<file path="src/rtl/hand_link_pkg.sv">
`default_nettype none
// ============================================================================
//  Module      : hand_link_pkg
//  Description : Definitions shared by the hand-coordinate link packetizer and
//                the receiver-side depacketizer. Contains the packet length,
//                the default sync byte, the packetizer state encoding and the
//                packet checksum.
//  Revision    : 1.0 - initial release
// ============================================================================
package hand_link_pkg;

    // Number of bytes in one framed packet: sync, 5 payload bytes, checksum.
    localparam int PKT_LEN = 7;

    // Default first byte of every packet.
    localparam logic [7:0] DEFAULT_SYNC_BYTE = 8'hA5;

    typedef enum logic [2:0] {
        ST_IDLE    = 3'd0,
        ST_START   = 3'd1,
        ST_WAIT_HI = 3'd2,
        ST_WAIT_LO = 3'd3,
        ST_DONE    = 3'd4
    } pkt_state_e;

    // XOR of payload bytes 1..5. The sync byte is excluded so the receiver
    // can validate a packet independently of the configured sync value.
    function automatic logic [7:0] calc_checksum(
        input logic [7:0] b1,
        input logic [7:0] b2,
        input logic [7:0] b3,
        input logic [7:0] b4,
        input logic [7:0] b5
    );
        return b1 ^ b2 ^ b3 ^ b4 ^ b5;
    endfunction

endpackage
`default_nettype wire

</file>
<file path="src/rtl/hand_coord_packetizer_if.sv">
`default_nettype none
// ============================================================================
//  Module      : hand_coord_packetizer_if
//  Description : Byte-level UART transmitter handshake.
//                  txd_start_out : one-cycle byte start (packetizer -> tx)
//                  txd_data_out  : byte to send, stable until byte completes
//                  tx_busy_in    : transmitter busy (tx -> packetizer)
//                master modport = packetizer side, slave modport = transmitter.
//  Revision    : 1.0 - initial release
// ============================================================================
interface hand_coord_packetizer_if;

    logic       txd_start_out;
    logic [7:0] txd_data_out;
    logic       tx_busy_in;

    modport master (
        output txd_start_out,
        output txd_data_out,
        input  tx_busy_in
    );

    modport slave (
        input  txd_start_out,
        input  txd_data_out,
        output tx_busy_in
    );

endinterface
`default_nettype wire

</file>
<file path="src/rtl/hand_coord_packetizer.sv">
`default_nettype none
// ============================================================================
//  Module      : hand_coord_packetizer
//  Description : Serialises one hand-tracking sample (x, y, z) into a framed
//                7-byte packet and feeds it byte by byte to a UART transmitter.
//                Bytes: SYNC, x[11:4], {x[3:0],y[11:8]}, y[7:0], z[13:6],
//                {z[5:0],seq[1:0]}, XOR(bytes 1..5).
//  Ports       : clk_in, rst_in (async, active-low)
//                update_in, hand_x_in, hand_y_in, hand_z_in : sample input
//                tx_if (master)  : transmitter start/data/busy handshake
//                pkt_busy_out    : packet in progress
//                pkt_done_out    : one-cycle pulse after last byte completes
//                drop_cnt_out    : saturating count of overwritten samples
//  Revision    : 1.0 - initial release
// ============================================================================
module hand_coord_packetizer
    import hand_link_pkg::*;
#(
    parameter logic [7:0] SYNC_BYTE = DEFAULT_SYNC_BYTE,
    parameter int          BUSY_WAIT = 4
) (
    input  wire logic        clk_in,
    input  wire logic        rst_in,
    input  wire logic        update_in,
    input  wire logic [11:0] hand_x_in,
    input  wire logic [11:0] hand_y_in,
    input  wire logic [13:0] hand_z_in,
    hand_coord_packetizer_if.master tx_if,
    output logic             pkt_busy_out,
    output logic             pkt_done_out,
    output logic [7:0]       drop_cnt_out
);

    localparam int              TW         = (BUSY_WAIT > 1) ? $clog2(BUSY_WAIT) : 1;
    localparam logic [TW-1:0]   c_wait_last = TW'(BUSY_WAIT - 1);
    localparam logic [2:0]      c_last_idx  = 3'(PKT_LEN - 1);

    pkt_state_e    state_q, state_d;
    logic [2:0]    idx_q, idx_d;
    logic [TW-1:0] timer_q, timer_d;
    logic [1:0]    seq_q, seq_d;
    logic [7:0]    drop_q, drop_d;
    logic          pend_valid_q, pend_valid_d;
    logic [11:0]   pend_x_q, pend_x_d, pend_y_q, pend_y_d;
    logic [13:0]   pend_z_q, pend_z_d;
    logic [11:0]   act_x_q, act_x_d, act_y_q, act_y_d;
    logic [13:0]   act_z_q, act_z_d;
    logic          txd_start_q, txd_start_d;
    logic [7:0]    txd_data_q, txd_data_d;
    logic          done_q, done_d;

    logic          load_act;
    logic          byte_done;
    logic [2:0]    idx_next;
    logic [7:0]    next_byte;
    logic [7:0]    csum;

    // Packet start happens exactly when IDLE sees a pending sample.
    assign load_act = (state_q == ST_IDLE) && pend_valid_q;
    assign idx_next = idx_q + 3'd1;

    // seq_q only changes in DONE, so the checksum is stable for the packet.
    assign csum = calc_checksum(act_x_q[11:4],
                                {act_x_q[3:0], act_y_q[11:8]},
                                act_y_q[7:0],
                                act_z_q[13:6],
                                {act_z_q[5:0], seq_q});

    // Byte for the index about to be started (idx 0 is loaded from IDLE).
    always_comb begin
        next_byte = 8'h00;
        case (idx_next)
            3'd1:    next_byte = act_x_q[11:4];
            3'd2:    next_byte = {act_x_q[3:0], act_y_q[11:8]};
            3'd3:    next_byte = act_y_q[7:0];
            3'd4:    next_byte = act_z_q[13:6];
            3'd5:    next_byte = {act_z_q[5:0], seq_q};
            3'd6:    next_byte = csum;
            default: next_byte = 8'h00;
        endcase
    end

    // Sample capture: pending / active registers and drop counter.
    always_comb begin
        pend_x_d     = pend_x_q;
        pend_y_d     = pend_y_q;
        pend_z_d     = pend_z_q;
        pend_valid_d = pend_valid_q;
        act_x_d      = act_x_q;
        act_y_d      = act_y_q;
        act_z_d      = act_z_q;
        drop_d       = drop_q;
        if (load_act) begin
            act_x_d = pend_x_q;
            act_y_d = pend_y_q;
            act_z_d = pend_z_q;
        end
        if (update_in) begin
            pend_x_d     = hand_x_in;
            pend_y_d     = hand_y_in;
            pend_z_d     = hand_z_in;
            pend_valid_d = 1'b1;
            // A sample arriving while the old one is being copied out
            // replaces nothing, so it is not a drop.
            if (pend_valid_q && !load_act && (drop_q != 8'hFF)) begin
                drop_d = drop_q + 8'd1;
            end
        end else if (load_act) begin
            pend_valid_d = 1'b0;
        end
    end

    // Packet FSM: next state and registered outputs.
    always_comb begin
        state_d     = state_q;
        idx_d       = idx_q;
        timer_d     = timer_q;
        seq_d       = seq_q;
        txd_start_d = 1'b0;
        txd_data_d  = txd_data_q;
        done_d      = 1'b0;
        byte_done   = 1'b0;
        case (state_q)
            ST_IDLE: begin
                if (pend_valid_q) begin
                    idx_d      = 3'd0;
                    txd_data_d = SYNC_BYTE;
                    state_d    = ST_START;
                end
            end
            ST_START: begin
                if (!tx_if.tx_busy_in) begin
                    txd_start_d = 1'b1;
                    timer_d     = '0;
                    state_d     = ST_WAIT_HI;
                end
            end
            ST_WAIT_HI: begin
                // A transmitter that never raises busy must not hang the
                // packet; after the wait window the byte is assumed sent.
                if (tx_if.tx_busy_in) begin
                    state_d = ST_WAIT_LO;
                end else if (timer_q == c_wait_last) begin
                    byte_done = 1'b1;
                end else begin
                    timer_d = timer_q + 1'b1;
                end
            end
            ST_WAIT_LO: begin
                if (!tx_if.tx_busy_in) begin
                    byte_done = 1'b1;
                end
            end
            ST_DONE: begin
                seq_d   = seq_q + 2'd1;
                state_d = ST_IDLE;
            end
            default: state_d = ST_IDLE;
        endcase

        if (byte_done) begin
            if (idx_q == c_last_idx) begin
                done_d  = 1'b1;
                state_d = ST_DONE;
            end else begin
                idx_d      = idx_next;
                txd_data_d = next_byte;
                state_d    = ST_START;
            end
        end
    end

    always_ff @(posedge clk_in or negedge rst_in) begin
        if (!rst_in) begin
            state_q      <= ST_IDLE;
            idx_q        <= 3'd0;
            timer_q      <= '0;
            seq_q        <= 2'd0;
            drop_q       <= 8'h00;
            pend_valid_q <= 1'b0;
            pend_x_q     <= 12'h000;
            pend_y_q     <= 12'h000;
            pend_z_q     <= 14'h0000;
            act_x_q      <= 12'h000;
            act_y_q      <= 12'h000;
            act_z_q      <= 14'h0000;
            txd_start_q  <= 1'b0;
            txd_data_q   <= 8'h00;
            done_q       <= 1'b0;
        end else begin
            state_q      <= state_d;
            idx_q        <= idx_d;
            timer_q      <= timer_d;
            seq_q        <= seq_d;
            drop_q       <= drop_d;
            pend_valid_q <= pend_valid_d;
            pend_x_q     <= pend_x_d;
            pend_y_q     <= pend_y_d;
            pend_z_q     <= pend_z_d;
            act_x_q      <= act_x_d;
            act_y_q      <= act_y_d;
            act_z_q      <= act_z_d;
            txd_start_q  <= txd_start_d;
            txd_data_q   <= txd_data_d;
            done_q       <= done_d;
        end
    end

    assign tx_if.txd_start_out = txd_start_q;
    assign tx_if.txd_data_out  = txd_data_q;
    assign pkt_busy_out        = (state_q != ST_IDLE);
    assign pkt_done_out        = done_q;
    assign drop_cnt_out        = drop_q;

endmodule
`default_nettype wire

</file>
<file path="src/flat_wrapper.sv">
// flat-port wrapper written by rule: the top's interface ports become plain ports
module hand_coord_packetizer_flat import hand_link_pkg::*;
#(
    parameter logic [7:0] SYNC_BYTE = DEFAULT_SYNC_BYTE,
    parameter int          BUSY_WAIT = 4
)
  (clk_in, rst_in, update_in, hand_x_in, hand_y_in, hand_z_in, pkt_busy_out, pkt_done_out, drop_cnt_out, tx_if_txd_start_out, tx_if_txd_data_out, tx_if_tx_busy_in);
  hand_coord_packetizer_if tx_if_i ();
  input  wire logic clk_in;
  input  wire logic rst_in;
  input  wire logic update_in;
  input  wire logic [11:0] hand_x_in;
  input  wire logic [11:0] hand_y_in;
  input  wire logic [13:0] hand_z_in;
  output logic pkt_busy_out;
  output logic pkt_done_out;
  output logic [7:0] drop_cnt_out;
  output wire logic [$bits(tx_if_i.txd_start_out)-1:0] tx_if_txd_start_out;
  output wire logic [$bits(tx_if_i.txd_data_out)-1:0] tx_if_txd_data_out;
  input wire logic [$bits(tx_if_i.tx_busy_in)-1:0] tx_if_tx_busy_in;
  assign tx_if_txd_start_out = tx_if_i.txd_start_out;
  assign tx_if_txd_data_out = tx_if_i.txd_data_out;
  assign tx_if_i.tx_busy_in = tx_if_tx_busy_in;
  hand_coord_packetizer #(.SYNC_BYTE(SYNC_BYTE), .BUSY_WAIT(BUSY_WAIT)) u_core (.clk_in(clk_in), .rst_in(rst_in), .update_in(update_in), .hand_x_in(hand_x_in), .hand_y_in(hand_y_in), .hand_z_in(hand_z_in), .tx_if(tx_if_i), .pkt_busy_out(pkt_busy_out), .pkt_done_out(pkt_done_out), .drop_cnt_out(drop_cnt_out));
endmodule
</file>
<file path="config.mk">
export PLATFORM = sky130hd
export DESIGN_NAME = hand_coord_packetizer_flat
export DESIGN_NICKNAME = d
export VERILOG_FILES = /design/src/rtl/hand_link_pkg.sv /design/src/rtl/hand_coord_packetizer_if.sv /design/src/rtl/hand_coord_packetizer.sv /design/src/flat_wrapper.sv
export SDC_FILE = /design/constraint.sdc
export NUM_CORES = 1
export LEC_CHECK = 0
export BUFFER_PORTS_ARGS = -buffer_cell sky130_fd_sc_hd__buf_4
export CORE_MARGIN = 1.5
export CORE_UTILIZATION = 50
export DETAILED_ROUTE_END_ITERATION = 8
export PLACE_DENSITY_LB_ADDON = 0.12
export SYNTH_ARGS = -nofsm -noshare
export SYNTH_HDL_FRONTEND = slang
export SYNTH_SLANG_ARGS = --single-unit
</file>
<file path="constraint.sdc">
create_clock -name clk_in -period 2.48 [get_ports clk_in]
set_clock_uncertainty 0.15 [all_clocks]
set_input_delay 0.124 -clock clk_in [delete_from_list [all_inputs] [get_ports clk_in]]
set_output_delay 0.124 -clock clk_in [all_outputs]
set_load 0.02 [all_outputs]
</file>
After elaboration in Yosys (flattened, before gate mapping). Cells that the tools add are included. Widths: inputs -> output; s select.

Word-level logic and storage cells: 82. Output and inout bits: 19. Bits in registers: 105.

Bitwise gates (word level): 4. Eq/ne operators: 20. Multiplexer cells: 28. Reduce and logical (&&, ||, !) cells: 11. Add/subtract/negate cells: 4.

Operator list (count): $pmux 8 s6 (1); $mux 8 (4); $xor 8x8->8 (4); $mux 3 (9); $eq 3x3->1 const B (5); $eq 3x2->1 const B (4); $pmux 3 s4 (1); $add 8x1->8 const B (1); $mux 1 (8); $ne 8x8->1 const B (1); $reduce_and 4->1 (2); $eq 3x1->1 const B (2); $mux 2 (3); $ne 2x2->1 const B (3); $ne 3x2->1 const B (2); $add 2x1->2 const B (2); $pmux 2 s2 (1); $reduce_bool 2->1 (2); $add 3x1->3 const B (1); $logic_and 1x1->1 (3); $logic_not 3->1 (1); $ne 3x1->1 const B (1); $reduce_bool 3->1 (1); $eq 2x2->1 const B (1); other kinds (4) (4).

Longest topological paths before layout.
Word-level depth: 7. Gate-level depth with buffers: 8. Depth with buffers taken out: 7.

Least setup slack after synthesis. OpenSTA, ideal clock, no wires.

Path type: reg2reg. Start: reg u_core.idx_q[0]. End: reg u_core.txd_data_q[6], in the netlist u_core.tx_if.txd_data_out[6]. Clock period less this slack: 1.968 ns. Arrival time: 1.677 ns. Cell stages (with the launch flop): 9. Library setup time: 0.141 ns. Buffers on the path: 2. Path slack: 0.512 ns. Path through: dfrtp_1 -> ha_1 -> buf_2 -> xor2_1 -> buf_2 -> a221o_1 -> a21o_1 -> a31oi_1 -> o21ai_1.

Word-level cells in the longest chain between the ends: 5. Elaborated cells on any way between the ends: 11. Classes of those cells: add/sub: 1; eq/ne: 7; mux: 3.

RTL lines: start, declared (line hand_coord_packetizer.sv:39) `logic [2:0] idx_q, idx_d;`; start signal, assigned (line hand_coord_packetizer.sv:192) `idx_q <= idx_d;`; $add 3x1->3 (line hand_coord_packetizer.sv:60) `assign idx_next = idx_q + 3'd1;`; $eq 3x3->1 (tied with other cells) (line hand_coord_packetizer.sv:72) `case (idx_next)`; $pmux 8 s6 (line hand_coord_packetizer.sv:72); $mux 8 (*) (line hand_coord_packetizer.sv:162) `if (idx_q == c_last_idx) begin`; $mux 8 (*) (line hand_coord_packetizer.sv:161) `if (byte_done) begin`; net u_core.txd_data_d[6] (line hand_coord_packetizer.sv:49) `logic [7:0] txd_data_q, txd_data_d;`; end signal, assigned (line hand_coord_packetizer.sv:204) `txd_data_q <= txd_data_d;`; end, declared (line hand_coord_packetizer.sv:49).

Mark *: on every way through the listed nets, which the timed path passes. The rest lies on a longest branch. A chain may end at the register's enable or synchronous reset.

Final worst setup path.
Start: reg u_core.idx_q[0]. End: reg u_core.txd_data_q[3], in the netlist u_core.tx_if.txd_data_out[3].

The elaborated chain is that of the path after synthesis.

==> run metrics <==
status=finished clean; total negative slack=0 ns; via density per instance=5.31; post-synth top area share=0.540; layout cells sized above 1=0.361; core area=9330 sq um; post-synth top area cell=dfrtp_1; row count=35; clk_lat worst skew=0.36 ns; drt total wl=9780 microns; top cells by count, synth=dfrtp_1 (105), mux2_2 (78), xnor2_1 (23); pwr dens=1090 nW/um^2; diode count=0; pre-CTS setup slack=0.300 ns; Final nets=521; Synth Cell Area=4860 sq um; Root Driver=clkbuf_8; critical path required time=2.59 ns; Initial Util=0.521; initial antenna violation count=0; DRC violations left=0; clk sinks=105; YS warnings=0; H-tree Lvls=3; antenna-violating nets left=0; crit path time final=2.19 ns; count leader, synth=dfrtp_1; Longest Clk Path Bufs=2; via count=3211; first-pass GRT wire length=16400 microns; IO buf count=60; leakage dissipation=2.65 nW; Post-synth EDFFs=0; Hold-fix buffers, CTS=40; crit path DAT=2.30 ns; post-cts resize count=0; Sequential Area=2630 sq um; multi-input logic area=2070 sq um; Crit path largest cell delay=0.45 ns; Crit-path slowest cell=dfrtp_1; CTS tree=built; Ports=61; fillers=751; Synth Register Bits=105; FMAX=457 MHz; grt total ovfl=0; sequential fraction of the synthesis area=0.540; Routed WL per cell=16.2 microns; die height=102 microns; Worst Setup Slack, final=0.292 ns; Num CTS Buffers=9; synth top area cells=dfrtp_1 (54%), mux2_2 (18%), xnor2_1 (4.1%); kind of end point of the critical path=flop; DP Wirelength=6710 microns; Max Cap Violations=0; final hold vios=0; RSZ-0062 raised after global routing=false; final hold slack=0.120 ns; crit-path cells=inv_1, ha_1, o21a_1, o311ai_1, buf_4, a21oi_1, a22o_1; Final Cycle Share=0.882; global-route usage over all layers=0.208; post-synthesis average cell area=13.1 sq um; DP Area=5420 sq um; Slew @ Worst Pin=0.665 ns; Relative slew margins=0.557; Clock transition at path regs=0.10 ns; router iterations before antenna repair=5; Synth cell types=49; main flop type after synthesis=dfrtp_1; largest net degree at the start of global routing=67; Setup violations, final=0; maximum vdd drop=0.528 mV; Routability Congestion=0.839; die area=10300 sq um; Startpoint Class=flop; Mapped Cells=370; Layout area overhead=23.3%; DR iter-0 viols=112; vias in the first global route=3203; CP Class=flop to flop; R2R cell count=7; Post-Syn Nets=419; Final Max Slew Viols=0; class of the worst hold path=input port to asynchronous set/reset pin; die width=102 microns; # Post-CTS Setup Buffers=0; Critical Path Fanout Max=17; post-route cell area=6000 sq um; post-synthesis async set-or-reset flop share=1.00
## path summary, 6_finish.rpt
path	slack, ns	end	startpoint
min	0.12	u_core.drop_cnt_out[6]	rst_in
max	0.29	u_core.tx_if.txd_data_out[3]	u_core.idx_q[0]
max in group asynchronous	1.33	u_core.tx_if.txd_data_out[5]	rst_in
max reg2reg	0.29	u_core.tx_if.txd_data_out[3]	u_core.idx_q[0]
min reg2reg	0.34	u_core.timer_q[1]	u_core.timer_q[1]
min in group clk_in	0.14	u_core.drop_cnt_out[4]	update_in
## area by class of cell
| class | instances | area share |
|---|---|---|
| inverter | 4 | 0.00250 |
| tap | 129 | 0.0269 |
| multi-input combinational | 241 | 0.346 |
| sequential | 105 | 0.438 |
| timing repair buffer | 111 | 0.158 |
| clock buffer | 9 | 0.0207 |
| clock inverter | 6 | 0.00855 |
## report_power, final
group | internal (mW) | leakage [nW] | switching [mW]
clock network | 0.376 | 0.0920 | 0.593
logic | 1.53 | 1.29 | 1.20
registers | 2.25 | 1.26 | 0.570
## stage by stage
| stage | util | cells | power (mW) |
|---|---|---|---|
| finish | 0.643 | 605 | 6.53 |
| global route | 0.643 | 605 | 6.98 |
| CTS | 0.643 | 605 | 6.59 |
| detailed placement | 0.581 | 550 | 5.55 |
| global placement | 0.581 | 550 | 5.48 |
| floorplan | - | 370 | 4.84 |
## sequential cells by signal, indices dropped and copies added (netlist names), 2 cells and up
register,cells
u_core.pend_x_q,12
u_core.seq_q,2
u_core.state_q,3
u_core.act_z_q,14
u_core.pend_z_q,14
u_core.tx_if.txd_data_out,8
u_core.act_x_q,12
u_core.drop_cnt_out,8
u_core.timer_q,2
u_core.act_y_q,12
u_core.idx_q,3
u_core.pend_y_q,12
## routing by layer
| layer | up-vias | share of wire | global-route usage |
|---|---|---|---|
| met2 | 74 | 0.49 | 0.339 |
| li1 | 1537 | - | - |
| met1 | 1590 | 0.46 | 0.285 |
| met5 | - | 0 | 0 |
| met3 | 10 | 0.040 | 0.0380 |
| met4 | 0 | 0.012 | 0.0630 |
## cells by family (layout without fill, tap and decap cells)
kind of cell,Yosys count,after routing,synth area share
flops,105,105,0.540
mux,79,79,0.183
simple gates,65,65,0.0707
compound gates,54,54,0.0813
xor+xnor,36,36,0.0733
buf+inv,24,130,0.0337
fa+ha+maj,7,7,0.0180
## worst max-delay path: cells and delay by family, from the launching register on
kind / cells / cell delay [ns]
AO/OA/AOI/OAI: 4 / 0.77
adder cells (fa/ha/maj): 1 / 0.44
buffers and inverters: 2 / 0.28
flip-flops: 1 / 0.45
## layout by cell type (no fill, tap or decap), types with 2 or more instances in the layout
master	instances
a31oi_1	4
buf_4	70
inv_1	4
dfrtp_1	105
inv_6	2
and3_1	2
a21o_1	4
ha_1	7
nor2b_1	4
a222oi_1	4
clkbuf_8	9
nand4_1	3
nand2_1	18
a21oi_1	6
xnor2_1	23
a221oi_1	8
xor2_1	10
a311oi_1	2
a22o_1	3
a221o_1	2
nand3_1	7
o21ai_0	11
nor3_1	2
xnor3_1	3
clkinv_4	2
o21ai_1	2
nand2b_1	2
or2_2	2
o41ai_1	2
dlygate4sd3_1	40
nor2_1	16
mux2_2	78
No activity file was read; power rests on OpenSTA's default activity.
